### src/rtl/fetch_sequencer.sv
// Instruction fetch front end: owns the PC, drives a 1-cycle synchronous imem,
// tags returning words with their PC and buffers them for decode.
module fetch_sequencer #(
    parameter int PC_W      = 12,
    parameter int INSTR_W   = 32,
    parameter int RESET_PC  = 0,
    parameter int BUF_DEPTH = 2
) (
    input  logic               clk,
    input  logic               reset,
    input  logic               fetch_en,
    input  logic               redirect_valid,
    input  logic [PC_W-1:0]    redirect_pc,
    output logic [PC_W-1:0]    imem_addr,
    output logic               imem_en,
    input  logic [INSTR_W-1:0] imem_rdata,
    output logic               inst_valid,
    input  logic               inst_ready,
    output logic [INSTR_W-1:0] inst_data,
    output logic [PC_W-1:0]    inst_pc,
    output logic               fetch_err
);

    localparam int AW = (BUF_DEPTH > 1) ? $clog2(BUF_DEPTH) : 1;
    localparam int CW = AW + 2;

    typedef enum logic [1:0] {
        IDLE = 2'd0,
        RUN  = 2'd1,
        HOLD = 2'd2
    } state_t;

    state_t              state_q;
    logic [PC_W-1:0]     pc_q;

    logic                vld_p1;
    logic                kill_p1;
    logic [PC_W-1:0]     pc_p1;

    logic [INSTR_W-1:0]  buf_data [BUF_DEPTH];
    logic [PC_W-1:0]     buf_pc   [BUF_DEPTH];
    logic [AW-1:0]       rd_ptr_q;
    logic [AW-1:0]       wr_ptr_q;
    logic [CW-1:0]       count_q;
    logic                fetch_err_q;

    logic                pop;
    logic                push;
    logic                credit;
    logic                issue;
    logic [CW-1:0]       occupancy;

    function automatic logic [PC_W-1:0] align_pc(input logic [PC_W-1:0] pc);
        return {pc[PC_W-1:2], 2'b00};
    endfunction

    // Slots already committed (buffered + returning) minus the one leaving this cycle.
    always_comb begin
        pop       = (count_q != '0) && inst_ready;
        occupancy = count_q + CW'(vld_p1) - CW'(pop);
        credit    = occupancy < CW'(BUF_DEPTH);
        issue     = !reset && fetch_en && !redirect_valid && credit;
        push      = vld_p1 && !kill_p1 && !redirect_valid;
    end

    assign imem_addr  = pc_q;
    assign imem_en    = issue;
    assign inst_valid = (count_q != '0);
    assign inst_data  = buf_data[rd_ptr_q];
    assign inst_pc    = buf_pc[rd_ptr_q];
    assign fetch_err  = fetch_err_q;

    // Stage p0: program counter
    always_ff @(posedge clk or posedge reset) begin
        if (reset) begin
            pc_q <= PC_W'(RESET_PC);
        end else if (redirect_valid) begin
            pc_q <= align_pc(redirect_pc);
        end else if (issue) begin
            pc_q <= pc_q + PC_W'(4);
        end
    end

    // Stage p1: memory access in flight, word returns during this stage
    always_ff @(posedge clk or posedge reset) begin
        if (reset) begin
            vld_p1      <= 1'b0;
            kill_p1     <= 1'b0;
            fetch_err_q <= 1'b0;
        end else begin
            vld_p1      <= issue;
            kill_p1     <= redirect_valid && vld_p1;
            fetch_err_q <= redirect_valid && (redirect_pc[1:0] != 2'b00);
        end
    end

    always_ff @(posedge clk) begin
        if (issue) begin
            pc_p1 <= pc_q;
        end
    end

    // Stage p2: output buffer, head presented to decode
    always_ff @(posedge clk or posedge reset) begin
        if (reset) begin
            for (int i = 0; i < BUF_DEPTH; i++) begin
                buf_data[i] <= '0;
                buf_pc[i]   <= '0;
            end
        end else if (push) begin
            buf_data[wr_ptr_q] <= imem_rdata;
            buf_pc[wr_ptr_q]   <= pc_p1;
        end
    end

    always_ff @(posedge clk or posedge reset) begin
        if (reset) begin
            rd_ptr_q <= '0;
            wr_ptr_q <= '0;
            count_q  <= '0;
        end else if (redirect_valid) begin
            rd_ptr_q <= '0;
            wr_ptr_q <= '0;
            count_q  <= '0;
        end else begin
            if (push) begin
                wr_ptr_q <= wr_ptr_q + AW'(1);
            end
            if (pop) begin
                rd_ptr_q <= rd_ptr_q + AW'(1);
            end
            count_q <= count_q + CW'(push) - CW'(pop);
        end
    end

    always_ff @(posedge clk or posedge reset) begin
        if (reset) begin
            state_q <= IDLE;
        end else if (redirect_valid) begin
            state_q <= fetch_en ? RUN : IDLE;
        end else begin
            case (state_q)
                IDLE:    state_q <= fetch_en ? RUN : IDLE;
                RUN:     state_q <= !fetch_en ? IDLE : (credit ? RUN : HOLD);
                HOLD:    state_q <= !fetch_en ? IDLE : (credit ? RUN : HOLD);
                default: state_q <= IDLE;
            endcase
        end
    end

    // The credit rule makes a push into a full buffer without a pop impossible.
    a_no_overflow: assert property (@(posedge clk) disable iff (reset)
        !(push && !pop && (count_q == CW'(BUF_DEPTH))));

endmodule

### config.mk
export PLATFORM = sky130hd
export DESIGN_NAME = fetch_sequencer
export DESIGN_NICKNAME = d
export VERILOG_FILES = /design/src/rtl/fetch_sequencer.sv
export SDC_FILE = /design/constraint.sdc
export NUM_CORES = 1
export LEC_CHECK = 0
export ABC_AREA = 1
export BUFFER_PORTS_ARGS = -buffer_cell sky130_fd_sc_hd__buf_2
export CORE_UTILIZATION = 55
export CTS_BUF_LIST = sky130_fd_sc_hd__clkbuf_16
export DETAILED_ROUTE_END_ITERATION = 8
export GPL_TIMING_DRIVEN = 1
export PLACE_DENSITY = 0.85
export SLEW_MARGIN = 30
export SYNTH_ARGS = -nofsm -noshare
export SYNTH_HDL_FRONTEND = slang
export SYNTH_SLANG_ARGS = --single-unit
### constraint.sdc
create_clock -name clk -period 6 [get_ports clk]
set_clock_uncertainty 0.15 [all_clocks]
set_input_delay 1.2 -clock clk [delete_from_list [all_inputs] [get_ports clk]]
set_output_delay 1.2 -clock clk [all_outputs]
set_load 0.05 [all_outputs]
# Word-level counts from Yosys, hierarchy flattened
# Cells that the tools add are included.
totals:
  ff_bits: 120
  out_inout_bits: 59
op_classes:
  order_cmp: 4
  bitwise_logic: 2
  reduce_logical: 17
  addsub: 7
  n_mux: 19
op_table:
  columns: ["cell", "count"]
  rows:
  - ["2-to-1 mux 32 bit", 4]
  - ["2-to-1 mux 12 bit", 6]
  - ["bitwise mux 64 bit", 1]
  - ["demux 32 bit (select 1 bit)", 1]
  - ["bitwise mux 24 bit", 1]
  - ["adder 12 x 3 -> 12 bit, second input constant", 1]
  - ["demux 12 bit (select 1 bit)", 1]
  - ["logical AND 1 bit", 9]
  - ["nonzero test 2 bit", 4]
  - ["adder 3 x 1 -> 3 bit", 2]
  - ["subtractor 3 x 1 -> 3 bit", 2]
  - ["greater-or-equal comparator 2 bit, second input constant", 2]
  - ["2-to-1 mux 1 bit", 4]
  - ["NOT 1 -> 2 bit", 2]
  - ["logical NOT 1 bit", 3]
  - ["< comparator 3 x 2 -> 1 bit, second input constant", 1]
  - ["2-to-1 mux 3 bit", 1]
  - ["nonzero test 3 bit", 1]
  - ["adder 1 bit, second input constant", 2]
  - ["< comparator 2 x 1 -> 1 bit, second input constant", 1]

# Logic depth before layout (Yosys ltp)
logic_depth:
  depth_word: 7
  ltp_mapped: 12
  depth_no_buf: 12

# Worst setup path after synthesis
# Ideal clock, no wire load.
synth_timing:
  path_kind: "input-to-output"
  from: "input reset"
  to: "output imem_en"
  cell_stages: 5
  n_path_buf: 0
  slack_ps: 539
  t_arrival_ps: 4111
  path_cell_list: "inv_1 > nand2_1 > nor2_1 > nand3_2 > inv_2"
synth_between:
  elab_chain_cells: 4
synth_rtl:
  columns: ["item", "line", "source"]
  rows:
  - ["start, declared", "10", "input logic reset,"]
  - ["logical NOT 1 bit (no line)", null, null]
  - ["logical AND 1 bit (3 in series)", "62", "issue = !reset && fetch_en && !redirect_valid && credit;"]
  - ["end, declared", "15", "output logic imem_en,"]
# Every way passes these cells.

# Worst setup path after layout
layout_timing:
  from: "input inst_ready"
  to: "output imem_en"
layout_between:
  elab_chain_cells: 4
layout_rtl:
  columns: ["item", "line", "source"]
  rows:
  - ["start, declared", "18", "input logic inst_ready,"]
  - ["logical AND 1 bit", "59", "pop = (count_q != '0) && inst_ready;"]
  - ["subtractor 3 x 1 -> 3 bit", "60", "occupancy = count_q + CW'(vld_p1) - CW'(pop);"]
  - ["< comparator 3 x 2 -> 1 bit", "61", "credit = occupancy < CW'(BUF_DEPTH);"]
  - ["logical AND 1 bit", "62", null]
# Every way passes these cells.

==> metrics <==
Tot GR Track Use=22.3%; DRT Pass-1 Iters=6; Tightest Pin Transition=0.743 ns; Die Ht=100 um; Area contributors post-synth=dfrtp_1, nand2_1, o21ai_2, edfxtp_1, o21ai_1; largest net degree at the start of global routing=86; H-tree levels=3; ANT cells=0; vias in the first global route=3933; Cell variety after synth=29; Top delay family on crit path=simple AND/OR/NAND/NOR gates; DRC viols=0; Die Wd=100 um; RSZ-0062 raised after global routing=no; TritonCTS clock tree=yes; # Max-Cap Violations=0; CP required=4.65 ns; gp weighted congestion=0.821; slowest stage delay, CP=0.48 ns; CP most frequent cell=buf_2; port bufs=103; CTS root buffer=clkbuf_16; gate count of the mapped netlist=616; CTS Buffer Depth=2; total global routing overflow=0; relative slew slack=50.5%; M1 GR Usage=29.5%; first-pass GRT wire length=17.8 mm; Crit. End Element=primary output; Resized cells post-CTS=0; sequential area share after synthesis=53.6%; WHS=0.322 ns; Area growth syn-to-layout=14.8%; count of pins over their slew limit=0; Net count, final=758; # IOs=108; DP HPWL=6.82 mm; GR peak layer=met2; initial DRC count=180; asr flop ratio synth=91.1%; DR vias=4177; CORE AREA=0.00933 sq mm; prevailing post-synth register cell=dfrtp_1; Routed WL=10.7 mm; WP buf/inv=3; pwr dens=504 mW/mm^2; layout cells sized above 1=25.8%; Fmax achieved=199 MHz; Hold Crit Depth=2; status=completed; synthesized area per cell=8.64 sq um; starting density of the core=57.0%; initial antenna violation count=0; synthesized area=0.00532 sq mm; cts bufs inserted=9; share of the synthesized area in the top cell type=48.0%; Final TNS setup=0 ns; Fin. Hold Viols=0; final worst-path cycle share=83.7%; top cells by instance count after synthesis=nand2_1, dfrtp_1, inv_1; Hold Buf Count CTS=0; register bit total from synthesis=112; Worst EP arrival=3.67 ns; number of fill cells=781; vias per cell=4.99; Clock Sinks=112; WL per Instance=12.8 um; Power, Total=3.08 mW; Synth area leader=dfrtp_1; CP Cell Sequence=buf_2 -> and2_1 -> ha_1 -> or2_2 -> fa_1 -> nand2_1 -> nor2_1 -> nand3_2 -> inv_2 -> buf_2; crit-path max FO=21; Period minus WS final=5.02 ns; peak supply drop=0.278 mV; antenna viol nets, final=0; # rows=35; CP max-delay cell=fa_1; cell with the most instances after synthesis=nand2_1; Clock Pin Slew Worst Setup and Hold Paths=0.07 ns; CP Class=in -> out; met3 Resource Use GR=4.39%; Die Area=0.0101 sq mm; WP depth=10; Pleak=3.36 nW; M2 GR Usage=37.5%; Clock Latency Late Sink=0.34 ns; FF-to-FF path depth=10; postcts setup bufs=0; Setup Viol. Count Final=0; worst hold-check path type=reg -> reg; Post-synth EDFFs=10; Syn. warnings=0; Critical Path Source Type=input pin
## path summary, 6_finish.rpt
check                            from     endpoint  slack (ns)
max                        inst_ready      imem_en        0.98
min                            vld_p1      kill_p1        0.32
max reg2reg                count_q[1]    pc_p1[11]        2.75
min reg2reg                    vld_p1      kill_p1        0.32
max in group asynchronous       reset       vld_p1        3.79
min in group asynchronous       reset  buf_data[7]        0.78
## routing by layer
metal  up-vias  wire length [um]
met1      1940              4820
met2       126              5130
li1       2094                 -
met4         0               153
met5         -                 0
met3        17               605
## placed cells by master (no fill, tap or decap), types with 2 or more instances in the layout
cell type / count
a21oi_1: 2
buf_2: 103
buf_4: 3
clkbuf_16: 10
clkinv_1: 2
clkinv_2: 2
conb_1: 4
dfrtp_1: 102
edfxtp_1: 10
fa_1: 2
ha_1: 4
inv_1: 59
inv_2: 2
inv_6: 2
nand2_1: 244
nand2_2: 18
nand3_1: 26
nand3b_1: 2
nor2_1: 10
o21ai_0: 8
o21ai_1: 45
o21ai_2: 35
xnor2_1: 2
## layout make-up
class                           count  area [sq um]  share of cell area (%)
Multi-Input combinational cell    409          1990                    32.6
Sequential cell                   112          2850                    46.7
Inverter                           63           240                    3.93
Clock buffer                       10           250                    4.10
Clock inverter                      6          38.8                   0.635
Timing Repair Buffer              108           577                    9.44
Tap cell                          129           161                    2.64
## tightest hold or removal path, cell delays in order, from the launching register on
cell	delay, ns
dfrtp_1	0.34
nand2_1	0.05
inv_1	0.04
## kinds of logic after synthesis
group           Yosys count  synth area share (%)
compound gates           90                  10.9
xor+xnor                  3                 0.494
fa+ha+maj                 6                  1.69
buf+inv                  98                  9.33
flops                   112                  53.6
other cells               1                0.0705
simple gates            306                  23.9
## registers in the layout, indices dropped and copies added, names as in the netlist
signal	flops
vld_p1	1
count_q	3
imem_addr	10
kill_p1	1
fetch_err	1
buf_data	64
wr_ptr_q	1
buf_pc	20
rd_ptr_q	1
pc_p1	10
## where the power goes
part	switching (mW)	internal, mW	leakage, nW
logic	1.03	0.351	1.77
registers	0.135	0.985	1.44
clock network	0.270	0.307	0.147
## per-stage QoR
stage	cells	instance area (sq um)	worst slack, ns	util [%]
finish	837	6110	0.976	65.5
global route	837	6110	0.845	65.5
CTS	836	6080	0.983	65.2
detailed placement	820	5790	0.987	62.1
global placement	820	5790	1.03	62.1
floorplan	619	5330	0.539	-
(Power assumes the default switching activity.)
